<file path="config.mk">
export PLATFORM = sky130hd
export DESIGN_NAME = diag_seq
export DESIGN_NICKNAME = d
export VERILOG_FILES = /design/src/rtl/diag_seq.sv
export SDC_FILE = /design/constraint.sdc
export NUM_CORES = 1
export LEC_CHECK = 0
export ABC_AREA = 1
export BUFFER_PORTS_ARGS = -buffer_cell sky130_fd_sc_hd__buf_4
export CAP_MARGIN = 10
export CORE_MARGIN = 1
export CORE_UTILIZATION = 37
export DETAILED_ROUTE_END_ITERATION = 8
export GPL_TIMING_DRIVEN = 0
export PLACE_DENSITY = 0.74
export SLEW_MARGIN = 0
export SYNTH_ARGS = -nofsm -noshare
export SYNTH_HDL_FRONTEND = slang
export SYNTH_SLANG_ARGS = --single-unit
</file>
<file path="constraint.sdc">
create_clock -name clk -period 1.8 [get_ports clk]
set_input_delay 0 -clock clk [delete_from_list [all_inputs] [get_ports clk]]
set_output_delay 0 -clock clk [all_outputs]
set_load 0.05 [all_outputs]
</file>
<file path="src/rtl/diag_seq.sv">
// diag_seq: EBUS diag function sequencer (SETUP/ACTIVE/HOLD/RSP); DIAG_SEQ_PARITY_EN adds odd-parity check on read data.
// Strobe lands SETUP_CYC+1 edges after accept; cmd_ready only in IDLE, read response held until rsp_ready.
module diag_seq #(
  parameter int unsigned SETUP_CYC  = 2,
  parameter int unsigned STROBE_CYC = 4,
  parameter int unsigned HOLD_CYC   = 1
) (
  input  logic        clk,
  input  logic        RESET,
  input  logic        cmd_valid,
  output logic        cmd_ready,
  input  logic        cmd_read,
  input  logic [0:6]  cmd_ds,
  output logic [0:6]  ds,
  output logic        diag_strobe,
  output logic        diag_read,
  output logic        DIAG_CTL_FUNC_01x,
  output logic        DIAG_READ_FUNC_13x,
  input  logic [0:35] ebus_data,
  input  logic        ebus_parity,
  output logic        rsp_valid,
  input  logic        rsp_ready,
  output logic [0:35] rsp_data,
  output logic        rsp_par_err,
  output logic        busy
);

  typedef enum logic [2:0] {
    IDLE   = 3'd0,
    SETUP  = 3'd1,
    ACTIVE = 3'd2,
    HOLD   = 3'd3,
    RSP    = 3'd4
  } state_e;

  localparam logic [3:0] SETUP_LD  = 4'(SETUP_CYC - 1);
  localparam logic [3:0] STROBE_LD = 4'(STROBE_CYC - 1);
  localparam logic [3:0] HOLD_LD   = (HOLD_CYC != 0) ? 4'(HOLD_CYC - 1) : 4'd0;

  state_e      state_q, state_d;
  logic [3:0]  cnt_q, cnt_d;
  logic [0:6]  ds_q, ds_d;
  logic        rd_q, rd_d;
  logic        strobe_q, strobe_d;
  logic        read_q, read_d;
  logic        rsp_valid_q, rsp_valid_d;
  logic        busy_q, busy_d;
  logic [0:35] rsp_data_q, rsp_data_d;
  logic        cap_en;

  always_comb begin
    state_d    = state_q;
    cnt_d      = cnt_q;
    ds_d       = ds_q;
    rd_d       = rd_q;
    cap_en     = 1'b0;
    case (state_q)
      IDLE: begin
        if (cmd_valid) begin
          state_d = SETUP;
          cnt_d   = SETUP_LD;
          ds_d    = cmd_ds;
          rd_d    = cmd_read;
        end
      end
      SETUP: begin
        if (cnt_q == 4'd0) begin
          state_d = ACTIVE;
          cnt_d   = STROBE_LD;
        end else begin
          cnt_d = cnt_q - 4'd1;
        end
      end
      ACTIVE: begin
        if (cnt_q == 4'd0) begin
          cap_en = rd_q;
          if (HOLD_CYC != 0) begin
            state_d = HOLD;
            cnt_d   = HOLD_LD;
          end else begin
            state_d = rd_q ? RSP : IDLE;
          end
        end else begin
          cnt_d = cnt_q - 4'd1;
        end
      end
      HOLD: begin
        if (cnt_q == 4'd0) begin
          state_d = rd_q ? RSP : IDLE;
        end else begin
          cnt_d = cnt_q - 4'd1;
        end
      end
      RSP: begin
        if (rsp_ready) begin
          state_d = IDLE;
        end
      end
      default: state_d = IDLE;
    endcase

    // Enables are decoded from the next state so they come straight off flops.
    strobe_d    = (state_d == ACTIVE) && !rd_d;
    read_d      = (state_d == ACTIVE) && rd_d;
    rsp_valid_d = (state_d == RSP);
    busy_d      = (state_d != IDLE);
    rsp_data_d  = cap_en ? ebus_data : rsp_data_q;
  end

  always_ff @(posedge clk) begin
    if (RESET) begin
      state_q     <= IDLE;
      cnt_q       <= 4'd0;
      ds_q        <= 7'd0;
      rd_q        <= 1'b0;
      strobe_q    <= 1'b0;
      read_q      <= 1'b0;
      rsp_valid_q <= 1'b0;
      busy_q      <= 1'b0;
      rsp_data_q  <= 36'd0;
    end else begin
      state_q     <= state_d;
      cnt_q       <= cnt_d;
      ds_q        <= ds_d;
      rd_q        <= rd_d;
      strobe_q    <= strobe_d;
      read_q      <= read_d;
      rsp_valid_q <= rsp_valid_d;
      busy_q      <= busy_d;
      rsp_data_q  <= rsp_data_d;
    end
  end

`ifdef DIAG_SEQ_PARITY_EN
  logic par_err_q, par_err_d;

  // Odd parity: an even count of ones across data plus parity is an error.
  always_comb begin
    par_err_d = cap_en ? ~((^ebus_data) ^ ebus_parity) : par_err_q;
  end

  always_ff @(posedge clk) begin
    if (RESET) begin
      par_err_q <= 1'b0;
    end else begin
      par_err_q <= par_err_d;
    end
  end

  assign rsp_par_err = par_err_q;
`else
  logic unused_parity;
  assign unused_parity = ebus_parity;
  assign rsp_par_err   = 1'b0;
`endif

  // RESET gates cmd_ready directly so no command can be offered as accepted during reset.
  assign cmd_ready          = (state_q == IDLE) && !RESET;
  assign ds                 = ds_q;
  assign diag_strobe        = strobe_q;
  assign diag_read          = read_q;
  assign DIAG_CTL_FUNC_01x  = strobe_q && (ds_q[0:3] == 4'b0001);
  assign DIAG_READ_FUNC_13x = read_q && (ds_q[0:3] == 4'b1011);
  assign rsp_valid          = rsp_valid_q;
  assign rsp_data           = rsp_data_q;
  assign busy               = busy_q;

endmodule
</file>
**Yosys cells after proc, flatten, opt, wreduce, memory -nomap -nowiden**

Cells that the tools add are included.

- Mux-type cells: 16
- Reduce and logical (&&, ||, !) cells: 13
- Add/sub/neg operators: 1
- Equal/unequal tests: 10

Operators with widths:

| kind | number |
|---|---|
| 2-to-1 mux 3 bit | 6 |
| 2-to-1 mux 4 bit | 4 |
| one-hot mux 4 bit (4 select lines) | 1 |
| one-hot mux 3 bit (5 select lines) | 1 |
| equality test 3 x 2 -> 1 bit (second input constant) | 3 |
| equality test 3 bit (second input constant) | 2 |
| logical AND 1 bit | 5 |
| equality test 4 x 1 -> 1 bit (second input constant) | 1 |
| equality test 4 bit (second input constant) | 1 |
| zero test 4 bit | 1 |
| 2-to-1 mux 1 bit | 4 |
| != test 2 bit (second input constant) | 2 |
| nonzero test 4 bit | 1 |
| subtractor 4 x 1 -> 4 bit (second input constant) | 1 |
| equality test 3 x 1 -> 1 bit (second input constant) | 1 |
| zero test 3 bit | 1 |
| AND reduction 3 bit | 1 |
| nonzero test 3 bit | 1 |
| zero test 1 bit | 2 |
| AND reduction 2 bit | 1 |

- Input port bits: 49
- Logic and storage cells: 49
- Output and inout bits: 51
- Register bits after elaboration: 55

**Logic depth before layout (Yosys ltp)**

- Word-level depth: 5
- Gate-level depth with buffers: 10
- Gate-level depth less buffers: 10

**Worst setup path before layout**

No wires, ideal clock.

- Path type: reg2out
- Start point: reg ds_q, in the netlist ds[3]
- End point: out DIAG_CTL_FUNC_01x
- Stages on the path, launching flop included: 3
- Path slack: 363 ps
- Required time: 1,800 ps
- Data arrival time: 1,437 ps
- Path buffers: 0
- Cell sequence: dfxtp_1 nand2_1 nor2_1

- Longest elaborated chain between the ends: 2

Ends and longest elaborated chain:

| item | RTL line | RTL |
|---|---|---|
| start, declared | 42 | `logic [0:6] ds_q, ds_d;` |
| start signal, assigned | 124 | `ds_q <= ds_d;` |
| equality test 4 x 1 -> 1 bit | 162 | `assign DIAG_CTL_FUNC_01x = strobe_q && (ds_q[0:3] == 4'b0001);` |
| logical AND 1 bit | 162 |  |
| end, declared | 17 | `output logic DIAG_CTL_FUNC_01x,` |

Every way passes these cells.

**Worst setup path after layout**

- Start point: reg cnt_q[0]
- End point: reg rsp_data_q, in the netlist rsp_data[18]

- Longest elaborated chain between the ends: 3

Ends and longest elaborated chain:

| item | RTL line | RTL |
|---|---|---|
| start, declared | 41 | `logic [3:0] cnt_q, cnt_d;` |
| start signal, assigned | 123 | `cnt_q <= cnt_d;` |
| zero test 4 bit | 75 | `if (cnt_q == 4'd0) begin` |
| 2-to-1 mux 1 bit | 75 |  |
| 2-to-1 mux 1 bit | 57 | `case (state_q)` |
| end signal, assigned | 130 | `rsp_data_q <= rsp_data_d;` |
| end, declared | 48 | `logic [0:35] rsp_data_q, rsp_data_d;` |

Every way passes these cells.
A chain may end at the register's enable or synchronous reset.

==> summary.md <==
| Metric | Value |
|---|---|
| Chip width | `78.7 um` |
| Slew Limit Fails | `0` |
| Final Cell Area | `0.00352 mm2` |
| CP Max Fanout | `10` |
| Reg-to-Reg End | `rsp_data[18]` |
| Setup ws final | `0.159 ns` |
| Sink Count | `55` |
| Met1 usage | `22.9%` |
| GRT Max-Usage Layer | `met2` |
| Clock transition at path regs | `0.09 ns` |
| Fmax | `609 MHz` |
| Final period util | `91.2%` |
| Rows | `27` |
| Mux cell area share after synthesis | `0%` |
| CP arrival | `1.84 ns` |
| Share of cells above drive strength 1 | `27.3%` |
| Post-synthesis sequential area ratio | `50.6%` |
| Post-Synth Simple-Gate Area | `27.8%` |
| Largest family of logic cells by synthesized area | `simple AND/OR/NAND/NOR gates` |
| Final Hold Viols | `0` |
| Compound-gate portion of the synthesized area | `13.0%` |
| Drt via density | `4.53` |
| DP Cell Count | `463` |
| Worst Setup EP | `rsp_data[18]` |
| Crit Path Class | `reg2reg` |
| Inserted Clock Buffers | `5` |
| Pwr/cell area | `901 mW/mm2` |
| Vias in the first global route | `2167` |
| Pwr Total | `3.17 mW` |
| Peak supply drop | `0.000372 V` |
| Antenna viol nets, final | `0` |
| Leakage | `1.62 nW` |
| Register bit total from synthesis | `55` |
| Syn Inst Count | `294` |
| RSZ-0062 raised after global routing | `false` |
| Syn avg cell area | `7.40 um2` |
| Global routing usage on met3 | `4.19%` |
| Crit-path cells | `inv_1, ha_2, nand2_1, nor2_4, nand3b_4, clkbuf_4, o21ai_0, nor2_1` |
| GRT Util Overall | `19.9%` |
| Starting density of the core | `39.0%` |
| Yosys warnings | `0` |
| Startpoint Class | `flop` |
| Root buffer cell | `clkbuf_8` |
| Crit. Startpoint | `cnt_q[0]` |
| Worst Hold Slack | `0.0148 ns` |
| Crit end category | `flop` |
| First-pass GRT wire length | `9660 um` |
| Post-Syn Area | `0.00217 mm2` |
| Max Cap Viol | `0` |
| Slowest CP cell | `dfxtp_1` |
| Worst-Skew Late Latency | `0.30 ns` |
| Status | `finished, final reports clean` |
| Fin util | `63.2%` |
| I/O pin total | `100` |
| TritonCTS clock tree | `yes` |
| Initial antenna violation count | `0` |
| Sum of negative setup slack | `0 ns` |
| Min-delay worst type | `in2reg` |
| R2R cell count | `8` |
| Worst Path Required | `2.00 ns` |
| Post-synthesis cell type count | `23` |
| Crit path largest cell delay | `0.32 ns` |
| Residual DRC count | `0` |
| Area grow syn2layout | `61.9%` |
| Final min period | `1.64 ns` |
| H-tree depth | `2` |
| Final #Nets | `492` |
| M2 GR Usage | `36.5%` |
| Clock skew | `0.00662 ns` |
| Mapped Nets | `344` |
| Die Y | `78.7 um` |
| WL final | `6120 um` |
| Core box area | `0.00557 mm2` |
| Hpwl dp | `4090 um` |
| Post-synthesis xor/xnor area fraction | `0%` |
| TritonRoute pass-1 iters | `4` |
| Pre-CTS setup slack | `0.109 ns` |
| Max clock buf depth | `2` |
| Largest net degree at the start of global routing | `17` |
| Final Non-Filler Cells | `515` |
| Via count | `2335` |
| Initial drt markers | `85` |
| Die ar. | `0.00619 mm2` |
| N_diodes | `0` |
| Post-Synth Adder-Cell Area | `0.575%` |
| Gr ovfl total | `0` |
| Setup violators final | `0` |
| Dpl cell area | `0.00299 mm2` |
| WL per Instance | `11.9 um` |
| Reg2reg setup slack | `0.16 ns` |
| Reg-to-Reg Start | `cnt_q[0]` |
| PortBufs | `97` |
| Gpl congestion | `0.803` |
sequential cells by signal (all words and copies together) (netlist names):
name	flops
busy	1
cnt_q	4
diag_read	1
diag_strobe	1
ds	7
rd_q	1
rsp_data	36
rsp_valid	1
state_q	3
final cells by class:
type	count	area [um2]
Fill cell	490	2050
Multi-Input combinational cell	205	907
Clock inverter	2	12.5
Inverter	21	81.3
Tap cell	72	90.1
Buffer	13	90.1
Sequential cell	55	1100
Timing Repair Buffer	141	1170
Clock buffer	6	72.6
cells by family (layout without fill, tap and decap cells):
logic type	Yosys count	in the layout
and+or+nand+nor	147	147
AOI/OAI and AO/OA	56	56
DFF	55	55
buffers and inverters	34	183
adders and majority gates	1	1
other	1	1
worst max-delay path: cells and delay by family, from the launching register on:
| kind | cells | cell delay (ns) |
|---|---|---|
| adder cells (fa/ha/maj) | 1 | 0.24 |
| flip-flops | 1 | 0.32 |
| AO/OA/AOI/OAI | 1 | 0.18 |
| AND/OR/NAND/NOR | 4 | 0.47 |
| buffers and inverters | 2 | 0.33 |
synth_stat cells:
cell / number / area share (%)
buf_6: 4 / 2.1
inv_2: 2 / 0.35
clkbuf_2: 3 / 0.69
clkbuf_1: 4 / 0.69
ha_1: 1 / 0.58
a31oi_1: 2 / 0.58
nand3b_1: 2 / 0.69
nor3_1: 1 / 0.23
a21oi_1: 14 / 3.2
nand2_1: 36 / 6.2
o21ai_0: 40 / 9.2
nand3b_4: 1 / 0.92
nor2_1: 94 / 16
nand3_2: 1 / 0.46
conb_1: 1 / 0.17
inv_1: 18 / 3.1
nor2_4: 1 / 0.52
inv_4: 1 / 0.29
nand4_1: 1 / 0.29
buf_4: 1 / 0.35
buf_2: 1 / 0.23
nand3_1: 10 / 2.3
dfxtp_1: 55 / 51
how the worst min path moves through the flow:
stage,startpoint,to,depth (start not counted)
6_report,rsp_ready,rsp_valid,3
3_3_place_gp,RESET,busy,2
3_5_place_dp,RESET,busy,2
5_1_grt,rsp_ready,rsp_valid,3
4_1_cts,ebus_data[32],rsp_data[32],3
2_1_floorplan,RESET,busy,1
routing by layer:
metal  up-vias  wire (um)
met5         -          0
met4         0         93
met3         9        271
met2        59       3160
met1      1044       2600
li1       1223          -
cells in the final DEF, fill, tap and decap left out:
cell type | synthesis | layout
buf_4 | 1 | 99
nor2_1 | 94 | 94
dfxtp_1 | 55 | 55
dlygate4sd3_1 | 0 | 43
o21ai_0 | 40 | 38
nand2_1 | 36 | 36
inv_1 | 18 | 18
a21oi_1 | 14 | 14
nand3_1 | 10 | 10
clkbuf_1 | 4 | 5
clkbuf_8 | 0 | 5
buf_6 | 4 | 4
inv_2 | 2 | 2
clkbuf_2 | 3 | 2
nand3b_1 | 2 | 2
a31oi_1 | 2 | 2
o21ai_1 | 0 | 2
nand3_2 | 1 | 1
nor2_4 | 1 | 1
nand3b_4 | 1 | 1
inv_4 | 1 | 1
nor3_1 | 1 | 1
buf_2 | 1 | 1
nand4_1 | 1 | 1
clkbuf_4 | 0 | 1
ha_2 | 0 | 1
conb_1 | 1 | 1
clkinvlp_4 | 0 | 1
clkinv_2 | 0 | 1
what timing repair did:
item / 4_1_cts / 5_1_grt
resized for setup: 0 / 5
setup endpoints to repair: 0 / 30
buffers inserted: 0 / 1
hold buffers: 43 / 0
hold endpoints to repair: 45 / 0
power breakdown:
part           switching [mW]  internal, mW
registers              0.0832          1.32
logic                   0.690         0.425
clock network           0.382         0.273
Note: power is estimated with default switching activity, not from simulation.
